[src/rtl/fetch_pkg.sv]
// -----------------------------------------------------------------------------
// fetch_pkg
// Shared types and constants for the instruction fetch sequencer.
//   fetch_state_t : sequencer state (IDLE, RUN, DRAIN)
//   fetch_entry_t : one prefetch FIFO entry {pc, inst}
//   FETCH_DEPTH   : prefetch FIFO depth
// The entry struct is sized by FETCH_ADDR_W / FETCH_INST_W. The top-level
// INS_ADDRESS / INS_W parameters default to these and must agree with them.
// -----------------------------------------------------------------------------
package fetch_pkg;

  localparam int FETCH_ADDR_W = 9;
  localparam int FETCH_INST_W = 32;
  localparam int FETCH_DEPTH  = 2;
  localparam int FETCH_CNT_W  = 2;

  // FIFO occupancy value meaning "full".
  localparam logic [FETCH_CNT_W-1:0] FETCH_FULL_CNT = FETCH_CNT_W'(FETCH_DEPTH);

  typedef enum logic [1:0] {
    IDLE  = 2'd0,
    RUN   = 2'd1,
    DRAIN = 2'd2
  } fetch_state_t;

  typedef struct packed {
    logic [FETCH_ADDR_W-1:0] pc;
    logic [FETCH_INST_W-1:0] inst;
  } fetch_entry_t;

  // Clears the byte-offset bits so the PC always points at a whole word.
  function automatic logic [FETCH_ADDR_W-1:0] word_align(
    input logic [FETCH_ADDR_W-1:0] addr
  );
    return {addr[FETCH_ADDR_W-1:2], 2'b00};
  endfunction

endpackage

[src/rtl/fetch_fifo.sv]
// -----------------------------------------------------------------------------
// fetch_fifo
// Two-entry synchronous FIFO of fetch_entry_t with a registered head.
// Slot 0 is always the head, so the head output comes straight from a flop.
//
// Ports:
//   clk, reset : clock, synchronous active-high reset
//   push       : write wdata this cycle (ignored when full without a pop)
//   pop        : remove the head this cycle (ignored when empty)
//   flush      : discard all entries; wins over push and pop
//   wdata      : entry to write
//   head       : current head entry (meaningful when count != 0)
//   count      : number of valid entries, 0..FETCH_DEPTH
// -----------------------------------------------------------------------------
module fetch_fifo
  import fetch_pkg::*;
(
  input  logic                   clk,
  input  logic                   reset,
  input  logic                   push,
  input  logic                   pop,
  input  logic                   flush,
  input  fetch_entry_t           wdata,
  output fetch_entry_t           head,
  output logic [FETCH_CNT_W-1:0] count
);

  fetch_entry_t slot0;
  fetch_entry_t slot1;
  logic         do_pop;
  logic         do_push;

  always_comb begin
    do_pop  = pop && (count != '0);
    // A full FIFO can still accept a write when the head leaves this cycle.
    do_push = push && ((count < FETCH_FULL_CNT) || do_pop);
  end

  always_ff @(posedge clk) begin
    if (reset) begin
      count <= '0;
      slot0 <= '0;
      slot1 <= '0;
    end else if (flush) begin
      count <= '0;
    end else begin
      case ({do_push, do_pop})
        2'b10: begin
          if (count == '0) slot0 <= wdata;
          else             slot1 <= wdata;
          count <= count + 2'd1;
        end
        2'b01: begin
          slot0 <= slot1;
          count <= count - 2'd1;
        end
        2'b11: begin
          // Occupancy unchanged; the new word lands behind whatever remains.
          if (count == 2'd1) begin
            slot0 <= wdata;
          end else begin
            slot0 <= slot1;
            slot1 <= wdata;
          end
        end
        default: ;
      endcase
    end
  end

  assign head = slot0;

endmodule

[src/rtl/fetch_controller.sv]
// -----------------------------------------------------------------------------
// fetch_controller
// Instruction fetch sequencer. Owns the PC, drives the combinational-read
// instruction memory address, and buffers fetched words in a 2-entry prefetch
// FIFO that feeds decode.
//
// Handshake: out_valid/out_ready follow strict valid/ready semantics. An entry
// transfers on a rising edge where both are high; while out_valid is high and
// out_ready is low, out_pc/out_inst are held stable. out_valid never depends
// combinationally on out_ready.
//
// Optional feature: define FETCH_STATS_EN to add perf_fetch_cnt and
// perf_stall_cnt outputs.
//
// Ports:
//   clk, reset      : clock, synchronous active-high reset
//   start / stop    : single-cycle pulses (IDLE->RUN, RUN->DRAIN)
//   redirect_valid  : flush the FIFO and load redirect_pc (word aligned)
//   imem_ra/imem_rd : instruction memory read address (=PC) / data
//   out_valid/out_ready/out_pc/out_inst : decode-side FIFO head
//   busy            : state != IDLE
//   dbg_state       : current FSM state
//   dbg_count       : FIFO occupancy
//   perf_fetch_cnt  : pushes since reset (FETCH_STATS_EN only)
//   perf_stall_cnt  : RUN cycles with a full FIFO and no pop (FETCH_STATS_EN)
// -----------------------------------------------------------------------------
module fetch_controller
  import fetch_pkg::*;
#(
  parameter int                     INS_ADDRESS = FETCH_ADDR_W,
  parameter int                     INS_W       = FETCH_INST_W,
  parameter logic [INS_ADDRESS-1:0] RESET_PC    = '0
) (
  input  logic                   clk,
  input  logic                   reset,
  input  logic                   start,
  input  logic                   stop,
  input  logic                   redirect_valid,
  input  logic [INS_ADDRESS-1:0] redirect_pc,
  output logic [INS_ADDRESS-1:0] imem_ra,
  input  logic [INS_W-1:0]       imem_rd,
  output logic                   out_valid,
  input  logic                   out_ready,
  output logic [INS_ADDRESS-1:0] out_pc,
  output logic [INS_W-1:0]       out_inst,
  output logic                   busy,
  output fetch_state_t           dbg_state,
  output logic [FETCH_CNT_W-1:0] dbg_count
`ifdef FETCH_STATS_EN
  ,
  output logic [31:0]            perf_fetch_cnt,
  output logic [31:0]            perf_stall_cnt
`endif
);

  fetch_state_t             state;
  fetch_state_t             state_next;
  logic [INS_ADDRESS-1:0]   pc;
  logic [INS_ADDRESS-1:0]   pc_next;
  logic                     pop;
  logic                     push;
  fetch_entry_t             fifo_wdata;
  fetch_entry_t             fifo_head;
  logic [FETCH_CNT_W-1:0]   count;

  // ---------------------------------------------------------------------------
  // Handshake and push decision
  // ---------------------------------------------------------------------------
  always_comb begin
    pop  = out_valid && out_ready;
    // A redirect cycle never pushes: the word at the old PC is stale.
    push = (state == RUN) && !redirect_valid &&
           ((count < FETCH_FULL_CNT) || pop);
  end

  // ---------------------------------------------------------------------------
  // FSM
  // ---------------------------------------------------------------------------
  always_ff @(posedge clk) begin
    if (reset) state <= IDLE;
    else       state <= state_next;
  end

  always_comb begin
    state_next = state;
    case (state)
      IDLE:    if (start) state_next = RUN;     // start beats a same-cycle stop
      RUN:     if (stop)  state_next = DRAIN;
      DRAIN:   if (count == '0) state_next = IDLE;
      default: state_next = IDLE;
    endcase
  end

  // ---------------------------------------------------------------------------
  // Program counter (wraps modulo 2^INS_ADDRESS)
  // ---------------------------------------------------------------------------
  always_comb begin
    pc_next = pc;
    if (redirect_valid) pc_next = word_align(redirect_pc);
    else if (push)      pc_next = pc + INS_ADDRESS'(4);
  end

  always_ff @(posedge clk) begin
    if (reset) pc <= RESET_PC;
    else       pc <= pc_next;
  end

  // ---------------------------------------------------------------------------
  // Prefetch FIFO
  // ---------------------------------------------------------------------------
  always_comb begin
    fifo_wdata      = '0;
    fifo_wdata.pc   = pc;
    fifo_wdata.inst = imem_rd;
  end

  fetch_fifo u_fifo (
    .clk   (clk),
    .reset (reset),
    .push  (push),
    .pop   (pop),
    .flush (redirect_valid),
    .wdata (fifo_wdata),
    .head  (fifo_head),
    .count (count)
  );

  // ---------------------------------------------------------------------------
  // Outputs
  // ---------------------------------------------------------------------------
  assign imem_ra   = pc;
  assign out_valid = (count != '0);
  assign out_pc    = fifo_head.pc;
  assign out_inst  = fifo_head.inst;
  assign busy      = (state != IDLE);
  assign dbg_state = state;
  assign dbg_count = count;

`ifdef FETCH_STATS_EN
  // ---------------------------------------------------------------------------
  // Performance counters (free-running, wrap at 2^32)
  // ---------------------------------------------------------------------------
  logic stall;

  assign stall = (state == RUN) && (count == FETCH_FULL_CNT) && !pop;

  always_ff @(posedge clk) begin
    if (reset) begin
      perf_fetch_cnt <= '0;
      perf_stall_cnt <= '0;
    end else begin
      if (push)  perf_fetch_cnt <= perf_fetch_cnt + 32'd1;
      if (stall) perf_stall_cnt <= perf_stall_cnt + 32'd1;
    end
  end
`endif

endmodule

[config.mk]
export PLATFORM = sky130hd
export DESIGN_NAME = fetch_controller
export DESIGN_NICKNAME = d
export VERILOG_FILES = /design/src/rtl/fetch_pkg.sv /design/src/rtl/fetch_fifo.sv /design/src/rtl/fetch_controller.sv
export SDC_FILE = /design/constraint.sdc
export NUM_CORES = 1
export LEC_CHECK = 0
export CAP_MARGIN = 20
export CORE_AREA = 3 3 99 101
export DETAILED_ROUTE_END_ITERATION = 16
export DIE_AREA = 0 0 102 104
export PLACE_DENSITY = 0.73
export SYNTH_ARGS = -nofsm -noshare
export SYNTH_HDL_FRONTEND = slang
export SYNTH_SLANG_ARGS = --single-unit
export TNS_END_PERCENT = 100
[constraint.sdc]
create_clock -name clk -period 2.6 [get_ports clk]
set_input_delay 0.65 -clock clk [delete_from_list [all_inputs] [get_ports clk]]
set_output_delay 0.65 -clock clk [all_outputs]
set_load 0.02 [all_outputs]
# Word level (Yosys, flattened, before mapping)
# Index checks and enable logic that the tools add are counted.
# Widths: inputs -> output; s select.
# op_classes
add_sub_neg,3
n_lt_le_gt_ge,1
n_eq_ne,12
mux,13
n_bitwise,1
reduce_logical,20
# ops
op,n
$mux 41,4
$pmux 41 s3,1
$pmux 41 s2,1
$mux 9,2
$ne 2x2->1 const B,6
$reduce_bool 2->1,5
$add 9x3->9 const B,1
$eq 2x1->1 const B,3
$eq 2x2->1 const B,3
$mux 2,3
$pmux 2 s3,1
$reduce_and 3->1,2
$logic_and 1x1->1,5
$logic_not 2->1,2
$pmux 2 s2,1
$reduce_and 4->1,1
$reduce_bool 3->1,1
$add 2x1->2 const B,1
$logic_or 1x1->1,2
$lt 2x2->1 const B,1
$reduce_or 2->1,1
$sub 2x1->2 const B,1
$logic_not 1->1,1
$not 1->1,1
# word_totals
register_bits,95
in_bits,47
output_inout_bits,56

# Logic depth before layout (Yosys ltp)
# Gate-level depths: netlist of run 1.
# depth
word_depth,8
ltp_mapped,9
ltp_nobuf,6

# By module
# A second synthesis of run 1 with hierarchy kept.
# unflattened
cells_unflattened,458
hier_area_um2,4176.5
# modules_own_cells
mod,n_inst,cells_per_inst,area_per_inst_um2,seq_area_each_um2
fetch_fifo,1,394,3613.5,1681.6
fetch_controller,1,64,563.0,180.2

# Worst setup path after synthesis of run 1
# Ideal clock, no wire load.
# synth_path
path_kind,reg2reg
from,register u_fifo.count[1]
to,"register pc[7], in the netlist imem_ra[7]"
arrival_ps,2128
path_slack_ps,357
stages_incl_launch_ff,9
path_cell_list,dfxtp_1 buf_2 inv_1 ha_1 nand2b_1 buf_2 a2111oi_0 nor3_1 a2111oi_0
# synth_between
elab_chain_cells,5
# synth_lines
item,line_no,text
start: declaration,fetch_fifo.sv:25,output logic [FETCH_CNT_W-1:0] count
start signal: assignment,fetch_fifo.sv:51,count <= count + 2'd1;
start signal: assignment,fetch_fifo.sv:55,count <= count - 2'd1;
"parallel branches: the longest is 2 deep, another holds $lt 2x2->1",n/a,
$logic_or 1x1->1 (*),fetch_controller.sv:73,((count < FETCH_FULL_CNT) || pop);
$logic_and 1x1->1 (*),fetch_controller.sv:72,push = (state == RUN) && !redirect_valid &&
$reduce_bool 2->1 (no line) (*),n/a,
end signal: assignment,fetch_controller.sv:105,else pc <= pc_next;
end: declaration,fetch_controller.sv:58,logic [INS_ADDRESS-1:0] pc;
# Mark *: on every way between the ends.
# A chain may end at the register's enable or synchronous reset.

# Worst setup path in the final report of run 1
# layout_path
from,"register state[1], in the netlist dbg_state[1]"
to,output busy
# layout_between
elab_chain_cells,1
# layout_lines
item,line_no,text
start: declaration,fetch_controller.sv:56,fetch_state_t state;
start signal: assignment,fetch_controller.sv:81,else state <= state_next;
$reduce_bool 2->1,fetch_controller.sv:135,assign busy = (state != IDLE);
end: declaration,fetch_controller.sv:46,"output logic busy,"
# Every way passes these cells.

==> run summary, run 1 <==
status: finished, final reports clean
Fin Hold WS: 0.459 ns
max-cap violations: 0
WP data required: 1.95 ns
Comb pwr share: 0.160
grt ovf: 0
final wirelength: 10400 um
Worst Skew: 0.00594 ns
input/output buffers: 96
Final TNS setup: 0 ns
HP Class: reg -> reg
Worst R2R End: imem_ra[7]
Syn Inst Count: 445
period utilization: 0.897
register area share after synthesis: 0.445
drt pass-1 iters: 4
LEAKAGE: 0.00179 uW
hpwl dp: 6960 um
DR vias: 3587
IO Count: 103
RR Startpoint: u_fifo.count[0]
n_diodes: 0
RSZ-0062 raised after global routing: false
DRC viols: 0
Final setup viols: 0
compound-gate portion of the synthesized area: 0.229
net switching fraction of the power: 0.276
vias in the first global route: 3447
post-synthesis mux area share: 0.100
Reg clk slew, reported paths: 0.09 ns
Worst path depth: 2
mapped cell area: 4010 um2
share of flip-flops with an asynchronous set or reset: 0
CP Class: reg -> out
CTS max path bufs: 2
delay-heaviest family, CP: buffers and inverters
cts bufs inserted: 9
Final Cell Area: 5320 um2
Avg Synthesized Cell Area: 9.01 um2
CTS tree: yes
fin. max-slew vios: 0
Adder-Cell Fraction of Synth Area: 0.00937
total power: 2960 uW
Reg power frac: 0.497
pwr/cell area: 557 nW/um2
Simple-Gate Fraction of Synth Area: 0.136
Core Region: 9110 um2
CP Launch Type: flop
GRT Resource Usage Total: 0.192
nets: 581
Final Hold Fails: 0
clock tree sinks: 89
WL per Instance: 16.0 um
Pint: 2140 uW
CTS HTree Levels: 3
Initial Util: 0.440
worst path cell trace: or2_2 -> clkdlybuf4s50_1
chip height: 104 um
CP max stage delay: 0.59 ns
drt initial violations: 158
Synth Area in XOR/XNOR: 0.00874
CP max-delay cell: clkdlybuf4s50_1
Hold-fix buffers, CTS: 0
flops & latches, synth: 89
post-synth cell types: 43
Clk pwr share: 0.342
YS warnings: 0
Die X: 102 um
largest family of logic cells by synthesized area: compound AO/OA/AOI/OAI gates
Data arrival, critical path: 1.68 ns
Post-synth EDFFs: 0
area grow syn2layout: 32.6%
CTS Root Cell: clkbuf_8
Slew headroom: 0.618
initial antenna violation count: 0
Reg2Reg Depth: 6
min cycle time layout: 2.33 ns
pin slew with the least headroom to its limit: 0.559 ns
hold_sp: u_fifo.slot1[38]
CP max FO: 11
Rows: 35
RePlAce Congestion: 0.786
Final ANT Viol Nets: 0
Critical path buffers and inverters: 1
Worst Hold End: u_fifo.slot1[38]
fmax: 0.429 GHz
largest net degree at the start of global routing: 40
Sw Pwr: 818 uW
Hold Path Depth: 2
CP Capture Type: output pin
Via density: 5.54
R2R Setup Slk: 0.45 ns
share of layout cells above drive strength 1: 0.104
peak supply drop: 0.322 mV
Die ar.: 10600 um2
placed instance area: 5100 um2
clk_lat worst skew: 0.34 ns
first-pass GRT wire length: 16800 um
top_reg_cell synth: dfxtp_1
-- through the flow --
step,cells,utilization,setup slack (ns)
3_3_place_gp,631,0.560,0.0620
2_1_floorplan,448,-,0.357
6_report,647,0.584,0.267
5_1_grt,647,0.584,0.186
3_5_place_dp,631,0.560,0.0168
4_1_cts,647,0.583,0.00656
-- state kept, by name (all words and copies together) (netlist names) --
name / flops
dbg_state: 2
imem_ra: 7
u_fifo.slot1: 39
u_fifo.head: 39
u_fifo.count: 2
-- worst reg2reg max path, stage by stage, from the launching register on --
cell	delay (ns)
dfxtp_1	0.38
inv_1	0.09
ha_1	0.30
nand2b_1	0.25
a2111oi_0	0.58
nor3_1	0.08
a2111oi_0	0.36
-- layout by cell type (no fill, tap or decap), drive strengths merged, types with 4 or more instances in the layout --
cell	n
mux2i	39
inv	10
xnor2	4
dfxtp	89
a21oi	78
conb	4
a211oi	7
o221ai	37
nor3	4
buf	22
clkdlybuf4s50	94
nand2	86
clkbuf	10
nor2	15
-- final cells by class --
| class | count | area, um2 |
|---|---|---|
| sequential | 89 | 1780 |
| fill | 808 | 3790 |
| tap | 111 | 139 |
| clock inverter | 6 | 72.6 |
| timing repair buffer | 117 | 1180 |
| multi-input combinational | 306 | 1980 |
| clock buffer | 10 | 138 |
| inverter | 8 | 30.0 |
-- cell usage after synthesis (all sizes together) (2+ instances only) --
master | instances | area share
or3b | 2 | 0.0044
o221ai | 37 | 0.095
xnor2 | 4 | 0.0087
nor3 | 4 | 0.0062
and3 | 2 | 0.0031
buf | 29 | 0.049
nor2 | 15 | 0.014
nor4 | 2 | 0.0031
or3 | 3 | 0.0059
mux2i | 39 | 0.097
nand2 | 86 | 0.081
a2111oi | 3 | 0.0066
clkbuf | 16 | 0.015
ha | 3 | 0.0094
nand3 | 3 | 0.0037
a211oi | 7 | 0.013
a21oi | 78 | 0.098
nand4bb | 2 | 0.0056
inv | 7 | 0.0066
dfxtp | 89 | 0.44
-- how the worst max path moves through the flow --
stage,from,end
6_report,dbg_state[1],busy
5_1_grt,dbg_state[1],busy
4_1_cts,u_fifo.count[0],out_valid
3_5_place_dp,redirect_valid,u_fifo.slot1[30]
3_3_place_gp,redirect_valid,u_fifo.slot1[37]
2_1_floorplan,u_fifo.count[1],imem_ra[7]
-- logic make-up (layout without fill, tap and decap cells) --
logic type      Yosys count  after routing
buf+inv                  53            141
simple gates            124            124
other cells               1              4
flops                    89             89
xor+xnor                  4              4
mux                      40             40
fa+ha+maj                 3              3
compound gates          131            131
-- power by group through the flow --
stage | sequential [uW] | combinational (uW) | clock, uW
floorplan | 1560 | 172 | 0
finish | 1470 | 475 | 1010
global placement | 1500 | 469 | 0
CTS | 1470 | 478 | 1040
global route | 1480 | 507 | 1090
detailed placement | 1500 | 475 | 0
-- timing repair --
action / in CTS / in global routing
gates resized for setup: 0 / 1
setup buffers: 0 / 0
setup endpoints to repair: 0 / 1
-- metal layers --
metal | GRT usage | part of all wire
met1 | 0.254 | 0.47
met2 | 0.314 | 0.47
met3 | 0.0490 | 0.053
met4 | 0.0450 | 0.0088
met5 | 0 | 0
(Power assumes the default switching activity.)
==> inputs of run 2 (changes only) <==
Clock period 2.6 ns to 2.73 ns, I/O delays scaled along.
==> run 2 against run 1 <==
Net effect: clock power shrank 5%; worst hold slack worse by 0.0013 ns; routed wire length up 1.9%; sequential cell count stayed put; sequential share of layout area stayed put; non-clock buffer count up 2; combinational power decreased by 4.2%; cell count rose by 0.31%; critical path type unchanged; largest power group unchanged.
==> run summary, run 2 (synthesized netlist as in run 1, its figures left out) <==
net switching fraction of the power: 0.282 (+0.00523)
fin. max-slew vios: 0 (unchanged)
input/output buffers: 96 (unchanged)
CP dominant cell by count: inv_1
CP max-delay cell: clkdlybuf4s50_1
min cycle time layout: 2.48 ns
Slew headroom: 0.615 (-0.00287)
Initial Util: 0.440 (unchanged)
clk_lat worst skew: 0.36 ns (+0.02 ns)
CTS Root Cell: clkbuf_8
HP Class: reg -> reg
Hold-fix buffers, CTS: 0 (unchanged)
final wirelength: 10600 um (+1.9%)
Reg2Reg Depth: 7 (+1)
Clk pwr share: 0.340 (-0.002)
CP Capture Type: output pin
most frequent cells in the layout: clkdlybuf4s50_1, dfxtp_1, nand2_1
post-cts sizing count: 0 (unchanged)
area grow syn2layout: 32.6% (unchanged)
Data arrival, critical path: 1.80 ns (+0.12 ns)
CTS tree: yes
pwr/cell area: 530 nW/um2 (-5.0%)
grt ovf: 0 (unchanged)
n_diodes: 0 (unchanged)
CTS max path bufs: 2 (unchanged)
Worst R2R End: imem_ra[7]
first-pass GRT wire length: 17700 um (+5.2%)
Worst Skew: 0.0107 ns (+0.00472 ns)
Comb pwr share: 0.162 (+0.002)
DRC viols: 0 (unchanged)
period utilization: 0.908
worst path cell trace: inv_1 -> ha_1 -> inv_1 -> clkdlybuf4s50_1
CP max stage delay: 0.63 ns (+0.04 ns)
status: finished, final reports clean
FF+latch area: 1780 um2 (unchanged)
R2R Setup Slk: 0.55 ns (+0.10 ns)
max-cap violations: 0 (unchanged)
clock tree sinks: 89 (unchanged)
Final ANT Viol Nets: 0 (unchanged)
total power: 2810 uW (-5.0%)
initial antenna violation count: 0 (unchanged)
Reg power frac: 0.499 (+0.002)
RSZ-0062 raised after global routing: false
Crit. Startpoint: u_fifo.count[0]
IO Count: 103 (unchanged)
vias in the first global route: 3632 (+5.4%)
drt pass-1 iters: 5 (+1)
GRT Resource Usage Total: 0.203 (+0.0103)
cts bufs inserted: 9 (unchanged)
pin slew with the least headroom to its limit: 0.563 ns (+0.00420 ns)
hpwl dp: 6940 um (-0.29%)
CTS HTree Levels: 3 (unchanged)
multi-input logic area: 1980 um2 (unchanged)
Sw Pwr: 792 uW (-3.2%)
Final TNS setup: 0 ns (unchanged)
most common cell after layout, fill and taps aside: clkdlybuf4s50_1
Rows: 35 (unchanged)
Final Hold Fails: 0 (unchanged)
Setup crit end: out_valid
Reg clk slew, reported paths: 0.09 ns (about the same)
nets: 583 (+0.34%)
Fillers: 814 (+0.74%)
CP max FO: 3 (-8)
largest net degree at the start of global routing: 52 (+30%)
WP data required: 2.05 ns (+0.10 ns)
fmax: 0.403 GHz
share of layout cells above drive strength 1: 0.108 (+0.00333)
drt initial violations: 174 (+10%)
chip height: 104 um (unchanged)
peak supply drop: 0.349 mV (+8.4%)
number of setup buffers added after CTS: 0 (unchanged)
Via density: 5.55 (+0.19%)
Die ar.: 10600 um2 (unchanged)
RR Startpoint: u_fifo.count[0]
Core Region: 9110 um2 (unchanged)
Final setup viols: 0 (unchanged)
LEAKAGE: 0.00177 uW (-0.91%)
WL per Instance: 16.3 um (+1.6%)
CP Launch Type: flop
DR vias: 3605 (+0.50%)
RePlAce Congestion: 0.766 (-2.5%)
Pint: 2020 uW (-5.7%)
CP Class: reg -> out
Die X: 102 um (unchanged)
==> run 2: changes by cell type in the layout (fill, tap and decap cells not counted), sizes merged <==
cell	change
dlymetal6s2s	-1
clkdlybuf4s50	+1
buf	+2
clkinvlp	+1
clkbuf	-1
==> run 2: metrics by stage <==
step	hold slack (ns)	setup WS [ns]	utilization	instance area, um2	cells
CTS	0.460	0.227	0.584	5320	649
floorplan	0.436	0.487	-	4020	448
global route	0.478	0.182	0.584	5320	649
finish	0.458	0.251	0.584	5320	649
global placement	0.441	0.144	0.560	5100	633
detailed placement	0.446	0.126	0.560	5100	633
==> run 2: power by group through the flow <==
stage          sequential, uW  clock [uW]  combinational [uW]
3_3_place_gp             1430           0                 448
5_1_grt                  1410        1040                 488
2_1_floorplan            1490           0                 164
4_1_cts                  1400         984                 458
3_5_place_dp             1430           0                 455
6_report                 1400         956                 455
==> run 2: critical path: cells and delay by family, from the launching register on <==
kind / cells / cell delay (ns)
fa+ha+maj: 1 / 0.21
buf+inv: 3 / 0.86
flops: 1 / 0.38
==> run 2: layout make-up <==
cell class | instances | share of cell area
clock buffer | 9 | 0.0233
clock inverter | 7 | 0.0162
inverter | 8 | 0.00565
multi-input combinational | 306 | 0.372
sequential | 89 | 0.335
tap | 111 | 0.0261
timing repair buffer | 119 | 0.222
==> run 2: worst min path at each step <==
stage / start / endpoint / slack, ns / depth (start not counted)
floorplan: u_fifo.slot1[0] / u_fifo.slot1[0] / 0.44 / 2
global placement: u_fifo.slot1[14] / u_fifo.slot1[14] / 0.44 / 2
detailed placement: u_fifo.slot1[18] / u_fifo.slot1[18] / 0.45 / 2
CTS: u_fifo.slot1[11] / u_fifo.slot1[11] / 0.46 / 2
global route: u_fifo.slot1[40] / u_fifo.slot1[40] / 0.48 / 2
finish: u_fifo.slot1[18] / u_fifo.slot1[18] / 0.46 / 2
==> run 2: metal layers <==
metal  vias up  global-route usage  wire length, um
met1      1710               0.261             4730
li1       1778                   -                -
met4         0              0.0609              136
met5         -                   0                0
met3        12              0.0429              595
met2       105               0.337             5100
